===== src/rtl/naval_attack_engine_if.sv =====
// Purpose: bundles the naval attack engine's control inputs and display/status outputs.
// Latency: none, this is wiring only.
// Backpressure: none; every signal is a plain level and there is no stall path.
interface naval_attack_if #(
   parameter int ROWS = 7,
   parameter int COLS = 5
);
   localparam int N  = ROWS * COLS;
   localparam int XW = $clog2(COLS);
   localparam int YW = $clog2(ROWS);
   localparam int CW = $clog2(N + 1);

   // Player side: switches and buttons.
   logic [N-1:0]  map_in;
   logic          load_map;
   logic          start;
   logic [XW-1:0] x_coord;
   logic [YW-1:0] y_coord;
   logic          confirmAttack;

   // Display side: matrix image, status values and shot-result flags.
   logic [1:0]    state;
   logic [N-1:0]  matriz_data;
   logic [N-1:0]  hit_mask;
   logic [N-1:0]  miss_mask;
   logic [7:0]    shots_left;
   logic [CW-1:0] hits_count;
   logic          hit_pulse;
   logic          miss_pulse;
   logic          repeat_pulse;
   logic          invalid_pulse;
   logic          game_won;
   logic          game_lost;

   modport master (
      output map_in, load_map, start, x_coord, y_coord, confirmAttack,
      input  state, matriz_data, hit_mask, miss_mask, shots_left, hits_count,
      input  hit_pulse, miss_pulse, repeat_pulse, invalid_pulse, game_won, game_lost
   );

   modport slave (
      input  map_in, load_map, start, x_coord, y_coord, confirmAttack,
      output state, matriz_data, hit_mask, miss_mask, shots_left, hits_count,
      output hit_pulse, miss_pulse, repeat_pulse, invalid_pulse, game_won, game_lost
   );
endinterface


===== src/rtl/naval_attack_engine.sv =====
// Purpose: naval-battle game engine holding the ship map, shot history, shot budget and game FSM.
// Latency: a shot fired on a clk edge shows its result (masks, counters, pulses) in the next cycle.
// Backpressure: none; one shot per confirm rising edge, and edges outside ATTACK are dropped.
module naval_attack_engine #(
   parameter int ROWS      = 7,
   parameter int COLS      = 5,
   parameter int MAX_SHOTS = 10
) (
   input  logic          clk,
   input  logic          reset,
   naval_attack_if.slave bus
);
   localparam int N  = ROWS * COLS;
   localparam int CW = $clog2(N + 1);

   typedef enum logic [1:0] {
      IDLE   = 2'b00,
      PREP   = 2'b01,
      ATTACK = 2'b10,
      OVER   = 2'b11
   } state_t;

   state_t        state_q, state_d;
   logic [N-1:0]  map_q, map_d;
   logic [N-1:0]  hit_q, hit_d;
   logic [N-1:0]  miss_q, miss_d;
   logic [7:0]    shots_q, shots_d;
   logic [CW-1:0] hits_q, hits_d;
   logic [3:0]    pulse_q, pulse_d;   // {hit, miss, repeat, invalid}
   logic          won_q, won_d;
   logic          lost_q, lost_d;
   logic          conf_q;
   logic [CW-1:0] ship_cnt;
   logic          fire;
   logic          in_range;
   logic          shot_taken;
   logic          ship_here;
   logic [N-1:0]  shot_bit;

   // Count the ship cells of the stored map; reaching this many hits wins the game.
   always_comb begin
      ship_cnt = '0;
      for (int i = 0; i < N; i++) begin
         ship_cnt = ship_cnt + CW'(map_q[i]);
      end
   end

   // Decode the shot: rising confirm edge in ATTACK, target cell as a one-hot vector.
   // An out-of-range target is filtered by in_range before shot_bit is ever used.
   always_comb begin
      fire       = bus.confirmAttack & ~conf_q & (state_q == ATTACK);
      in_range   = (32'(bus.x_coord) < 32'(COLS)) && (32'(bus.y_coord) < 32'(ROWS));
      shot_bit   = N'(1) << (32'(bus.y_coord) * 32'(COLS) + 32'(bus.x_coord));
      shot_taken = |((hit_q | miss_q) & shot_bit);
      ship_here  = |(map_q & shot_bit);
   end

   // Next game state and datapath values.
   always_comb begin
      state_d = state_q;
      map_d   = map_q;
      hit_d   = hit_q;
      miss_d  = miss_q;
      shots_d = shots_q;
      hits_d  = hits_q;
      won_d   = won_q;
      lost_d  = lost_q;
      pulse_d = 4'b0000;
      case (state_q)
         IDLE: begin
            if (bus.load_map) begin
               map_d   = bus.map_in;
               state_d = PREP;
            end
         end
         PREP: begin
            // A load on the same cycle as start wins; an empty map cannot be played.
            if (bus.load_map) begin
               map_d = bus.map_in;
            end else if (bus.start && (|map_q)) begin
               state_d = ATTACK;
            end
         end
         ATTACK: begin
            if (fire) begin
               if (!in_range) begin
                  pulse_d = 4'b0001;
               end else if (shot_taken) begin
                  pulse_d = 4'b0010;
               end else begin
                  shots_d = shots_q - 8'd1;
                  if (ship_here) begin
                     hit_d   = hit_q | shot_bit;
                     hits_d  = hits_q + CW'(1);
                     pulse_d = 4'b1000;
                  end else begin
                     miss_d  = miss_q | shot_bit;
                     pulse_d = 4'b0100;
                  end
                  // Sinking the last ship on the last shot is a win.
                  if (ship_here && ((hits_q + CW'(1)) == ship_cnt)) begin
                     state_d = OVER;
                     won_d   = 1'b1;
                  end else if (shots_q == 8'd1) begin
                     state_d = OVER;
                     lost_d  = 1'b1;
                  end
               end
            end
         end
         OVER: begin
            // New round on the same map.
            if (bus.start) begin
               state_d = PREP;
               hit_d   = '0;
               miss_d  = '0;
               shots_d = 8'(MAX_SHOTS);
               hits_d  = '0;
               won_d   = 1'b0;
               lost_d  = 1'b0;
            end
         end
         default: state_d = IDLE;
      endcase
   end

   // Game registers; reset discards the map as well as all progress.
   always_ff @(posedge clk) begin
      if (reset) begin
         state_q <= IDLE;
         map_q   <= '0;
         hit_q   <= '0;
         miss_q  <= '0;
         shots_q <= 8'(MAX_SHOTS);
         hits_q  <= '0;
         pulse_q <= 4'b0000;
         won_q   <= 1'b0;
         lost_q  <= 1'b0;
         conf_q  <= 1'b0;
      end else begin
         state_q <= state_d;
         map_q   <= map_d;
         hit_q   <= hit_d;
         miss_q  <= miss_d;
         shots_q <= shots_d;
         hits_q  <= hits_d;
         pulse_q <= pulse_d;
         won_q   <= won_d;
         lost_q  <= lost_d;
         conf_q  <= bus.confirmAttack;
      end
   end

   // Matrix image: the map while setting up or reviewing, only the hits while attacking.
   always_comb begin
      case (state_q)
         PREP, OVER: bus.matriz_data = map_q;
         ATTACK:     bus.matriz_data = hit_q;
         default:    bus.matriz_data = '0;
      endcase
   end

   assign bus.state         = state_q;
   assign bus.hit_mask      = hit_q;
   assign bus.miss_mask     = miss_q;
   assign bus.shots_left    = shots_q;
   assign bus.hits_count    = hits_q;
   assign bus.hit_pulse     = pulse_q[3];
   assign bus.miss_pulse    = pulse_q[2];
   assign bus.repeat_pulse  = pulse_q[1];
   assign bus.invalid_pulse = pulse_q[0];
   assign bus.game_won      = won_q;
   assign bus.game_lost     = lost_q;
endmodule


===== src/flat_wrapper.sv =====
// flat-port wrapper written by rule: the top's interface ports become plain ports
module naval_attack_engine_flat 
#(
   parameter int ROWS      = 7,
   parameter int COLS      = 5,
   parameter int MAX_SHOTS = 10
)
  (clk, reset, bus_map_in, bus_load_map, bus_start, bus_x_coord, bus_y_coord, bus_confirmAttack, bus_state, bus_matriz_data, bus_hit_mask, bus_miss_mask, bus_shots_left, bus_hits_count, bus_hit_pulse, bus_miss_pulse, bus_repeat_pulse, bus_invalid_pulse, bus_game_won, bus_game_lost);
  naval_attack_if #(.ROWS(ROWS), .COLS(COLS)) bus_i ();
  input  logic clk;
  input  logic reset;
  input wire logic [$bits(bus_i.map_in)-1:0] bus_map_in;
  input wire logic [$bits(bus_i.load_map)-1:0] bus_load_map;
  input wire logic [$bits(bus_i.start)-1:0] bus_start;
  input wire logic [$bits(bus_i.x_coord)-1:0] bus_x_coord;
  input wire logic [$bits(bus_i.y_coord)-1:0] bus_y_coord;
  input wire logic [$bits(bus_i.confirmAttack)-1:0] bus_confirmAttack;
  output wire logic [$bits(bus_i.state)-1:0] bus_state;
  output wire logic [$bits(bus_i.matriz_data)-1:0] bus_matriz_data;
  output wire logic [$bits(bus_i.hit_mask)-1:0] bus_hit_mask;
  output wire logic [$bits(bus_i.miss_mask)-1:0] bus_miss_mask;
  output wire logic [$bits(bus_i.shots_left)-1:0] bus_shots_left;
  output wire logic [$bits(bus_i.hits_count)-1:0] bus_hits_count;
  output wire logic [$bits(bus_i.hit_pulse)-1:0] bus_hit_pulse;
  output wire logic [$bits(bus_i.miss_pulse)-1:0] bus_miss_pulse;
  output wire logic [$bits(bus_i.repeat_pulse)-1:0] bus_repeat_pulse;
  output wire logic [$bits(bus_i.invalid_pulse)-1:0] bus_invalid_pulse;
  output wire logic [$bits(bus_i.game_won)-1:0] bus_game_won;
  output wire logic [$bits(bus_i.game_lost)-1:0] bus_game_lost;
  assign bus_i.map_in = bus_map_in;
  assign bus_i.load_map = bus_load_map;
  assign bus_i.start = bus_start;
  assign bus_i.x_coord = bus_x_coord;
  assign bus_i.y_coord = bus_y_coord;
  assign bus_i.confirmAttack = bus_confirmAttack;
  assign bus_state = bus_i.state;
  assign bus_matriz_data = bus_i.matriz_data;
  assign bus_hit_mask = bus_i.hit_mask;
  assign bus_miss_mask = bus_i.miss_mask;
  assign bus_shots_left = bus_i.shots_left;
  assign bus_hits_count = bus_i.hits_count;
  assign bus_hit_pulse = bus_i.hit_pulse;
  assign bus_miss_pulse = bus_i.miss_pulse;
  assign bus_repeat_pulse = bus_i.repeat_pulse;
  assign bus_invalid_pulse = bus_i.invalid_pulse;
  assign bus_game_won = bus_i.game_won;
  assign bus_game_lost = bus_i.game_lost;
  naval_attack_engine #(.ROWS(ROWS), .COLS(COLS), .MAX_SHOTS(MAX_SHOTS)) u_core (.clk(clk), .reset(reset), .bus(bus_i));
endmodule

===== config.mk =====
export PLATFORM = sky130hd
export DESIGN_NAME = naval_attack_engine_flat
export DESIGN_NICKNAME = d
export VERILOG_FILES = /design/src/rtl/naval_attack_engine_if.sv /design/src/rtl/naval_attack_engine.sv /design/src/flat_wrapper.sv
export SDC_FILE = /design/constraint.sdc
export NUM_CORES = 1
export LEC_CHECK = 0
export CORE_MARGIN = 1
export CORE_UTILIZATION = 40
export DETAILED_ROUTE_END_ITERATION = 7
export PLACE_DENSITY = 0.66
export SLEW_MARGIN = 15
export SYNTH_ARGS = -nofsm -noshare
export SYNTH_HDL_FRONTEND = slang
export SYNTH_SLANG_ARGS = --single-unit

===== constraint.sdc =====
create_clock -name clk -period 11.15 [get_ports clk]
set_input_delay 1.6725 -clock clk [delete_from_list [all_inputs] [get_ports clk]]
set_output_delay 1.6725 -clock clk [all_outputs]
set_load 0.05 [all_outputs]

# ---- Yosys cells after proc, flatten, opt, wreduce, memory -nomap -nowiden
# Cells that the tools add are included.
dict set report classes {
  addsub 37
  shifts 1
  magnitude_cmp 2
  muxes 48
  n_mul 1
  bitwise_logic 11
  n_reduce_logical 20
  n_eq_ne 18
}
# cell count
set ops {}
lappend ops {{2-to-1 mux 35 bit} 9}
lappend ops {{case mux 35 bit (2 select lines)} 3}
lappend ops {{adder 6 x 1 -> 6 bit} 33}
lappend ops {{OR 35 bit} 3}
lappend ops {{OR reduction 35 bit} 3}
lappend ops {{AND 35 bit} 2}
lappend ops {{OR reduction 39 bit} 1}
lappend ops {{left shift 1 x 32 -> 35 bit, first input constant} 1}
lappend ops {{2-to-1 mux 8 bit} 4}
lappend ops {{2-to-1 mux 6 bit} 5}
lappend ops {{2-to-1 mux 2 bit} 10}
lappend ops {{AND reduction 6 bit} 3}
lappend ops {{inequality test 2 bit, second input constant} 8}
lappend ops {{case mux 8 bit (2 select lines)} 1}
lappend ops {{case mux 6 bit (2 select lines)} 1}
lappend ops {{2-to-1 mux 1 bit} 11}
lappend ops {{equality test 8 x 1 -> 1 bit, second input constant} 1}
lappend ops {{inequality test 2 x 1 -> 1 bit, second input constant} 4}
lappend ops {{case mux 2 bit (4 select lines)} 1}
lappend ops {{AND reduction 8 bit} 1}
lappend ops {{subtractor 8 x 1 -> 8 bit, second input constant} 1}
lappend ops {{adder 6 x 3 -> 7 bit} 1}
lappend ops {{AND reduction 7 bit} 1}
lappend ops {{adder 6 x 1 -> 6 bit, second input constant} 1}
lappend ops {{19 further kinds} 29}
dict set report word_totals {
  out_inout_bits 127
  regBits 128
}

# ---- Depth between registers and ports, before layout
# Gate-level depths: netlist of run 1.
dict set report logic_depth {
  word_depth 41
  mapped_depth 24
  ltp_nobuf 24
}

# ---- Least setup slack after synthesis of run 1
# Ideal clock, no wire load.
dict set report synth_path {
  path_type {reg-to-reg}
  start {register u_core.map_q[0]}
  end {register u_core.state_q[1], in the netlist u_core.bus.state[1]}
  setup_slack_ns 5.022
  n_path_buf 0
  required_ns 11.063
  stages_incl_launch_ff 25
  setup_ns 0.087
  arrival_ns 6.041
  period_less_slack_ns 6.128
  path_cell_list {dfxtp_1 inv_1 ha_1 inv_1 fa_1 inv_1 fa_1 fa_1 fa_1 fa_1 inv_1 fa_1 inv_1 ha_1 inv_1 fa_1 nor2b_1 o21ai_0 nand2b_1 and2_1 or4b_2 a21oi_1 a21oi_1 or4_1 o31ai_1}
}
dict set report synth_between {
  elab_chain_cells 41
  word_cells_on_any_way 48
}
# element line
set synth_lines {}
lappend synth_lines {{start, declared} naval_attack_engine.sv:24} ;# logic [N-1:0] map_q, map_d;
lappend synth_lines {{start signal, assigned} naval_attack_engine.sv:142} ;# map_q <= map_d;
lappend synth_lines {{adder 1 x 1 -> 2 bit} naval_attack_engine.sv:44} ;# ship_cnt = ship_cnt + CW'(map_q[i]);
lappend synth_lines {{adder 6 x 1 -> 6 bit (33 in series)} naval_attack_engine.sv:44}
lappend synth_lines {{equality test 6 bit} naval_attack_engine.sv:101} ;# if (ship_here && ((hits_q + CW'(1)) == ship_cnt)) begin
lappend synth_lines {{logical AND 1 bit} naval_attack_engine.sv:101}
lappend synth_lines {{2-to-1 mux 2 bit} naval_attack_engine.sv:101}
lappend synth_lines {{2-to-1 mux 2 bit} naval_attack_engine.sv:88} ;# end else if (shot_taken) begin
lappend synth_lines {{2-to-1 mux 2 bit} naval_attack_engine.sv:86} ;# if (!in_range) begin
lappend synth_lines {{2-to-1 mux 2 bit} naval_attack_engine.sv:85} ;# if (fire) begin
lappend synth_lines {{case mux 2 bit (4 select lines)} naval_attack_engine.sv:69} ;# case (state_q)
lappend synth_lines {{end signal, assigned} naval_attack_engine.sv:141} ;# state_q <= state_d;
lappend synth_lines {{end, declared} naval_attack_engine.sv:23} ;# state_t state_q, state_d;
# Several ways; a longest one is shown, not always the timed one. The select of a mux whose other input is x is not followed.
# A chain may end at the register's enable or synchronous reset.

# ---- Worst setup path in the final report of run 1
# Same ends and word-level chain as after synthesis.

==> summary.txt, run 1 <==
Status
  • Outcome: finished, final reports clean

GRT
  • Initial antenna violation count: 0
  • Largest net degree at the start of global routing: 56
  • Total gr overflow: 0
  • Vias in the first global route: 7,542
  • All-Layer GR Usage: around 29%
  • Wire length of the first global-routing pass: 43.8 mm

Clocking
  • Clock Sinks: about 130
  • Clock Path Buffers: 2
  • CTS buffer count: 17
  • Clock Pin Slew Worst Setup and Hold Paths: 0.07 ns
  • Root buffer cell: clkbuf_16
  • CTS hold repair buffers: 0
  • Clk_lat worst skew: between 0.4 and 0.5 ns
  • Post-CTS Setup Inserts: 0
  • CTS tree: built
  • Cts repair resizes: 0
  • Htree depth: 4

Synth
  • Prevailing post-synth register cell: dfxtp_1
  • YS warnings: 0
  • Syn Nets: around 1,100
  • Register bit total from synthesis: 128
  • Synth cell count leaders: nor2_1, dfxtp_1, a21oi_1
  • Mapped Area: approximately 7600 sq um
  • Share of the yosys chip area belonging to registers: between 30% and 40%
  • Fraction of registers with async set/reset: 0%
  • Post-synth EDFFs: 0
  • Syn Area/Cell: 7.84 sq um
  • Post-synthesis cell type count: between 70 and 80
  • Most frequent cell after synthesis: nor2_1
  • Share of the synthesized area in the top cell type: between 30% and 40%
  • Post-Syn Instances: 970
  • Area contributors post-synth: dfxtp_1, nor2_1, fa_1
  • Leading area contributor after synthesis: dfxtp_1

Hold path
  • Hold-critical path depth: 1
  • Hold Crit Start: u_core.conf_q$_SDFF_PP0_
  • Hold Path Sink: u_core.pulse_q[0]$_SDFF_PP0_
  • Min-delay worst type: register to register

Job
  • Max_cap viols: 0

Power
  • LEAKAGE: approximately 3.7 nW
  • Worst vdd ir: roughly 0.12 mV
  • Cell Pwr Density: roughly 230 nW/um^2

Floorplan
  • Die height: about 140 um
  • IO Pins: ~170
  • Die area: just under 20,000 sq um
  • Cell Rows: 50
  • Die width: 140 um
  • Core ar.: roughly 19,000 sq um
  • Initial core utilization: just over 40%

Final layout
  • Share of post-route cells with drive strength above 1: under 10%
  • Final Cell Area: 10,000 sq um
  • Synth-to-layout area growth: 31.8%
  • Util after Layout: 53.8%
  • Final Net Count: 1,213

STA
  • Final setup fails: 0
  • Fin Hold WS: between 0.4 and 0.5 ns
  • Max Clock Skew: ~0.015 ns
  • Least-Margin Pin Slew: roughly 1.1 ns
  • Final Hold Vio Count: 0
  • Shortest period the worst path allows: 6.72 ns
  • Post-route setup TNS: 0 ns
  • Final period utilization: between 60% and 70%
  • FMAX: about 150 MHz
  • Max Slew Vio Count: 0
  • Rel. slew slack: 25.2%
  • RSZ-0062 raised after global routing: no

Critical path
  • Worst-path fanout max: 4
  • Crit start category: register
  • Critical path required time: 11.48 ns
  • Critical Path End Type: register
  • WS Path Type: register to register
  • R2R Setup Slk: about 4.4 ns
  • Critical R2R Launch: u_core.map_q[0]$_SDFFE_PP0P_
  • Depth of the worst register-to-register path: 24
  • R2R Path End: u_core.bus.state[1]$_SDFFE_PP0P_
  • WP data arrival: between 7 and 8 ns

Detailed routing
  • Vias: approximately 7,900
  • Final wirelength: roughly 28 mm
  • DR DRC count: 0
  • DR vias/cell: 5.83
  • DR pass1 iterations: 5
  • Antenna viol nets, final: 0
  • DR WL/cell: about 21 um
  • DR iter-0 viols: a little over 600

Place
  • Buffers on Ports: ~170
  • Detailed Place HPWL: approximately 21 mm
  • Final Wtd Congestion: ~0.94
  • Placed cell areas: roughly 9400 sq um
worst max-delay path: stages, from the launching register on:
cell      delay (ns)
dfxtp_1         0.48
inv_1           0.14
ha_1            0.30
inv_1           0.04
fa_1            0.48
inv_1           0.06
fa_1            0.53
fa_1            0.44
fa_1            0.49
fa_1            0.52
inv_1           0.05
fa_1            0.42
inv_1           0.07
ha_1            0.15
inv_1           0.05
fa_1            0.40
nor2b_1         0.12
o21ai_0         0.08
nand2b_1        0.10
nor2_1          0.06
or4b_2          0.61
a21oi_1         0.28
a21oi_1         0.16
or4_1           0.54
o31ai_1         0.08
power breakdown:
part           switching, mW  internal, mW
registers             0.0654         0.492
logic                  0.711         0.453
clock network          0.257         0.300
total                   1.03          1.24
stage by stage:
stage          std cells  setup WS (ns)  total power [mW]
2_1_floorplan        970           5.02              1.44
3_3_place_gp        1327           4.19              1.71
3_5_place_dp        1327           4.17              1.73
4_1_cts             1359           4.41              2.29
5_1_grt             1359           4.04              2.46
6_report            1360           4.43              2.28
kinds of logic (layout without fill, tap and decap cells):
kind of cell / count (synthesis) / in the layout / synth area share, %
AO/OA/AOI/OAI: 260 / 260 / 22.2
XOR/XNOR: 15 / 15 / 1.73
adder cells (fa/ha/maj): 55 / 55 / 11.8
buffers and inverters: 121 / 276 / 6.71
flip-flops: 128 / 128 / 33.7
multiplexers: 8 / 8 / 1.10
other: 0 / 1 / 0
AND/OR/NAND/NOR: 383 / 383 / 22.8
sequential cells by signal, indices dropped and copies added (netlist names):
| register | cells |
|---|---|
| u_core.map_q | 35 |
| u_core.bus.game_lost | 1 |
| u_core.bus.hit_mask | 35 |
| u_core.bus.game_won | 1 |
| u_core.conf_q | 1 |
| u_core.bus.state | 2 |
| u_core.bus.miss_mask | 35 |
| u_core.bus.shots_left | 8 |
| u_core.pulse_q | 4 |
| u_core.bus.hits_count | 6 |
metal layers:
| layer | up-vias | global-route usage, % | part of all wire (%) |
|---|---|---|---|
| met3 | 54 | 5.40 | 6.7 |
| met5 | - | 0 | 0 |
| met1 | 3833 | 39.5 | 44 |
| li1 | 3689 | - | - |
| met4 | 0 | 11.0 | 2.7 |
| met2 | 353 | 47.3 | 47 |
worst max path at each step:
stage / from / endpoint / slack, ns / cells after the start
6_report: u_core.map_q[0]$_SDFFE_PP0P_ / u_core.bus.state[1]$_SDFFE_PP0P_ / 4.43 / 24
5_1_grt: u_core.map_q[0]$_SDFFE_PP0P_ / u_core.bus.state[1]$_SDFFE_PP0P_ / 4.04 / 24
4_1_cts: u_core.map_q[0]$_SDFFE_PP0P_ / u_core.bus.state[1]$_SDFFE_PP0P_ / 4.41 / 24
3_5_place_dp: bus_y_coord[2] / u_core.bus.hit_mask[4]$_SDFFE_PP0P_ / 4.17 / 14
3_3_place_gp: bus_y_coord[2] / u_core.bus.hit_mask[22]$_SDFFE_PP0P_ / 4.19 / 14
2_1_floorplan: u_core.map_q[0]$_SDFFE_PP0P_ / u_core.bus.state[1]$_SDFFE_PP0P_ / 5.02 / 24
final cells by class:
cell class / instances / area [sq um]
fill: 1778 / 8620
multi-input combinational: 721 / 4560
sequential: 128 / 2560
timing repair buffer: 181 / 1780
clock buffer: 17 / 425
tap: 234 / 293
inverter: 63 / 236
clock inverter: 15 / 165
antenna: 1 / 2.50
layout by cell type (no fill, tap or decap), types with 6 or more instances in the layout:
cell	n
nor2_1	178
clkdlybuf4s50_1	171
dfxtp_1	128
a21oi_1	104
nand2_1	89
inv_1	62
a22oi_1	37
fa_1	28
o21ai_0	27
ha_1	27
a31oi_1	25
nor3_1	24
nand3_1	18
clkbuf_16	17
nor4_1	14
nor2b_1	9
nand4_1	9
buf_4	9
nand2b_1	8
xnor2_1	8
xor2_1	7
or2_2	6
or4_1	6
Power figures use the tool's default switching activity.
==> run 2, diff against run 1 <==
- clock period: 11.15 -> 6.5 ns (I/O delays scaled with it)
==> run 2 against run 1 <==
Compared with the run above: fmax rose by 9.4%; clock skew fell by 0.0045 ns; sequential share of layout area fell by 0.20 points; clock-buffer cell count rose by 1; via count rose by 1.7%; first-iteration DRC count rose by 48%; hold slack got worse by 0.033 ns; largest cell class unchanged.
==> summary.txt, run 2 (synthesized netlist as in run 1, its figures left out) <==
Floorplan
  • Cell Rows: 50
  • IO Pins: ~170
  • Die width: 140 um
  • Die height: around 140 um
  • Die area: 19,600 sq um
  • Core ar.: between 15,000 and 20,000 sq um
  • Initial core utilization: just over 40%

Hold path
  • Min-delay worst type: register to register

STA
  • Final setup fails: 0
  • Final period utilization: a little over nine tenths
  • Shortest period the worst path allows: between 6 and 7 ns
  • Least-Margin Pin Slew: ~0.94 ns
  • Post-route setup TNS: 0 ns
  • Max Slew Vio Count: 0
  • FMAX: ~160 MHz
  • Rel. slew slack: ~37%
  • RSZ-0062 raised after global routing: no
  • Max Clock Skew: 0.0106 ns
  • Final worst slack: ~0.35 ns
  • Final Hold Vio Count: 0

Critical path
  • WS Path Type: register to register
  • WP data arrival: about 6.5 ns
  • Buffers & Inverters on Critical Path: 6
  • CP top delay family: adder cells
  • Worst-path fanout max: 3
  • Crit-path max cell delay: roughly 0.53 ns
  • CP most frequent cell: fa_1
  • Critical path required time: around 6.8 ns
  • Slowest cell on the critical path: fa_1
  • Crit start category: register
  • Critical Path End Type: register
  • Crit-path cells: inv_1, ha_1, inv_1, fa_1, inv_1, fa_1, fa_1, fa_1, fa_1, inv_1, fa_1, inv_1, ha_1, inv_1, fa_1, nor2b_1, o21ai_0, nand2b_1, nor2_1, or4b_4, a21oi_4, a21oi_1, or4_1, o31ai_1

Status
  • Outcome: finished, final reports clean

Place
  • Buffers on Ports: ~170
  • Final Wtd Congestion: around 0.92
  • Detailed Place HPWL: just over 20 mm
  • Setup Slack @ Placement: 0.0621 ns

Clocking
  • Root buffer cell: clkbuf_16
  • Clock Sinks: around 130
  • CTS tree: built
  • Clk_lat worst skew: about 0.44 ns
  • CTS buffer count: 17
  • Htree depth: 4
  • Clock Path Buffers: 2
  • Post-CTS Setup Inserts: 0
  • Clock Pin Slew Worst Setup and Hold Paths: 0.07 ns

Final layout
  • Synth-to-layout area growth: 32.8%
  • Final Net Count: between 1,000 and 1,500
  • Most frequent cells in the layout: nor2_1, clkdlybuf4s50_1, dfxtp_1, a21oi_1, nand2_1
  • Antenna cells: 0
  • Util after Layout: 54.2%
  • Most common library cell in the layout ignoring fill and taps: nor2_1
  • Fillers: around 1,800
  • Share of post-route cells with drive strength above 1: under 10%

Detailed routing
  • DR iter-0 viols: between 800 and 900
  • Final wirelength: 28.8 mm
  • Antenna viol nets, final: 0
  • DR WL/cell: ~21 um
  • DR pass1 iterations: 8
  • DR DRC count: 0
  • Vias: around 8,100
  • DR vias/cell: between 5 and 6

GRT
  • Total gr overflow: 0
  • Initial antenna violation count: 0
  • All-Layer GR Usage: a little under 30%
  • Vias in the first global route: 7,719
  • Largest net degree at the start of global routing: 56
  • Wire length of the first global-routing pass: about 43 mm

Job
  • Max_cap viols: 0

Power
  • Worst vdd ir: between 0.2 and 0.3 mV
  • LEAKAGE: 3.71 nW
  • Cell Pwr Density: between 300 and 400 nW/um^2
-- run 2: path summary, 6_finish.rpt --
path	startpoint	to	slack, ns	cells after the start
worst max-delay path	u_core.map_q[0]$_SDFFE_PP0P_	u_core.bus.state[1]$_SDFFE_PP0P_	0.35	24
worst min-delay path	u_core.conf_q$_SDFF_PP0_	u_core.pulse_q[0]$_SDFF_PP0_	0.43	1
worst max register to register	u_core.map_q[0]$_SDFFE_PP0P_	u_core.bus.state[1]$_SDFFE_PP0P_	0.35	24
worst min register to register	u_core.conf_q$_SDFF_PP0_	u_core.pulse_q[0]$_SDFF_PP0_	0.43	1
-- run 2: per-layer routing --
metal	track usage (%)	part of all wire [%]
met5	0	0
met4	14.3	3.7
met3	6.70	9.7
met2	45.2	46
met1	38.4	41
-- run 2: cell type report --
class / count / area [sq um] / area share, %
Clock buffer: 18 / 439 / 4.35
Clock inverter: 14 / 134 / 1.32
Sequential cell: 128 / 2560 / 25.4
Tap cell: 234 / 293 / 2.90
Multi-Input combinational cell: 721 / 4560 / 45.1
Timing Repair Buffer: 191 / 1880 / 18.6
Inverter: 63 / 236 / 2.34
-- run 2: where the power goes --
group | total [mW] | internal, mW | switching, mW
Combinational | 2.10 | 0.818 | 1.28
Clock | 0.937 | 0.518 | 0.419
Sequential | 0.940 | 0.843 | 0.0968
-- run 2: through the flow --
stage / hold slack, ns / area (sq um) / power, mW / cells
2_1_floorplan: 0.406 / 7610 / 2.48 / 970
3_3_place_gp: 0.416 / 9520 / 2.94 / 1337
3_5_place_dp: 0.435 / 9520 / 2.99 / 1337
4_1_cts: 0.434 / 10100 / 3.95 / 1369
5_1_grt: 0.468 / 10100 / 4.26 / 1369
6_report: 0.433 / 10100 / 3.97 / 1369
-- run 2: timing repair --
item                       4_1_cts  5_1_grt
setup endpoints to repair        1        2
hold buffers                     0        0
resized for setup                1        2
pin swaps                        0        3
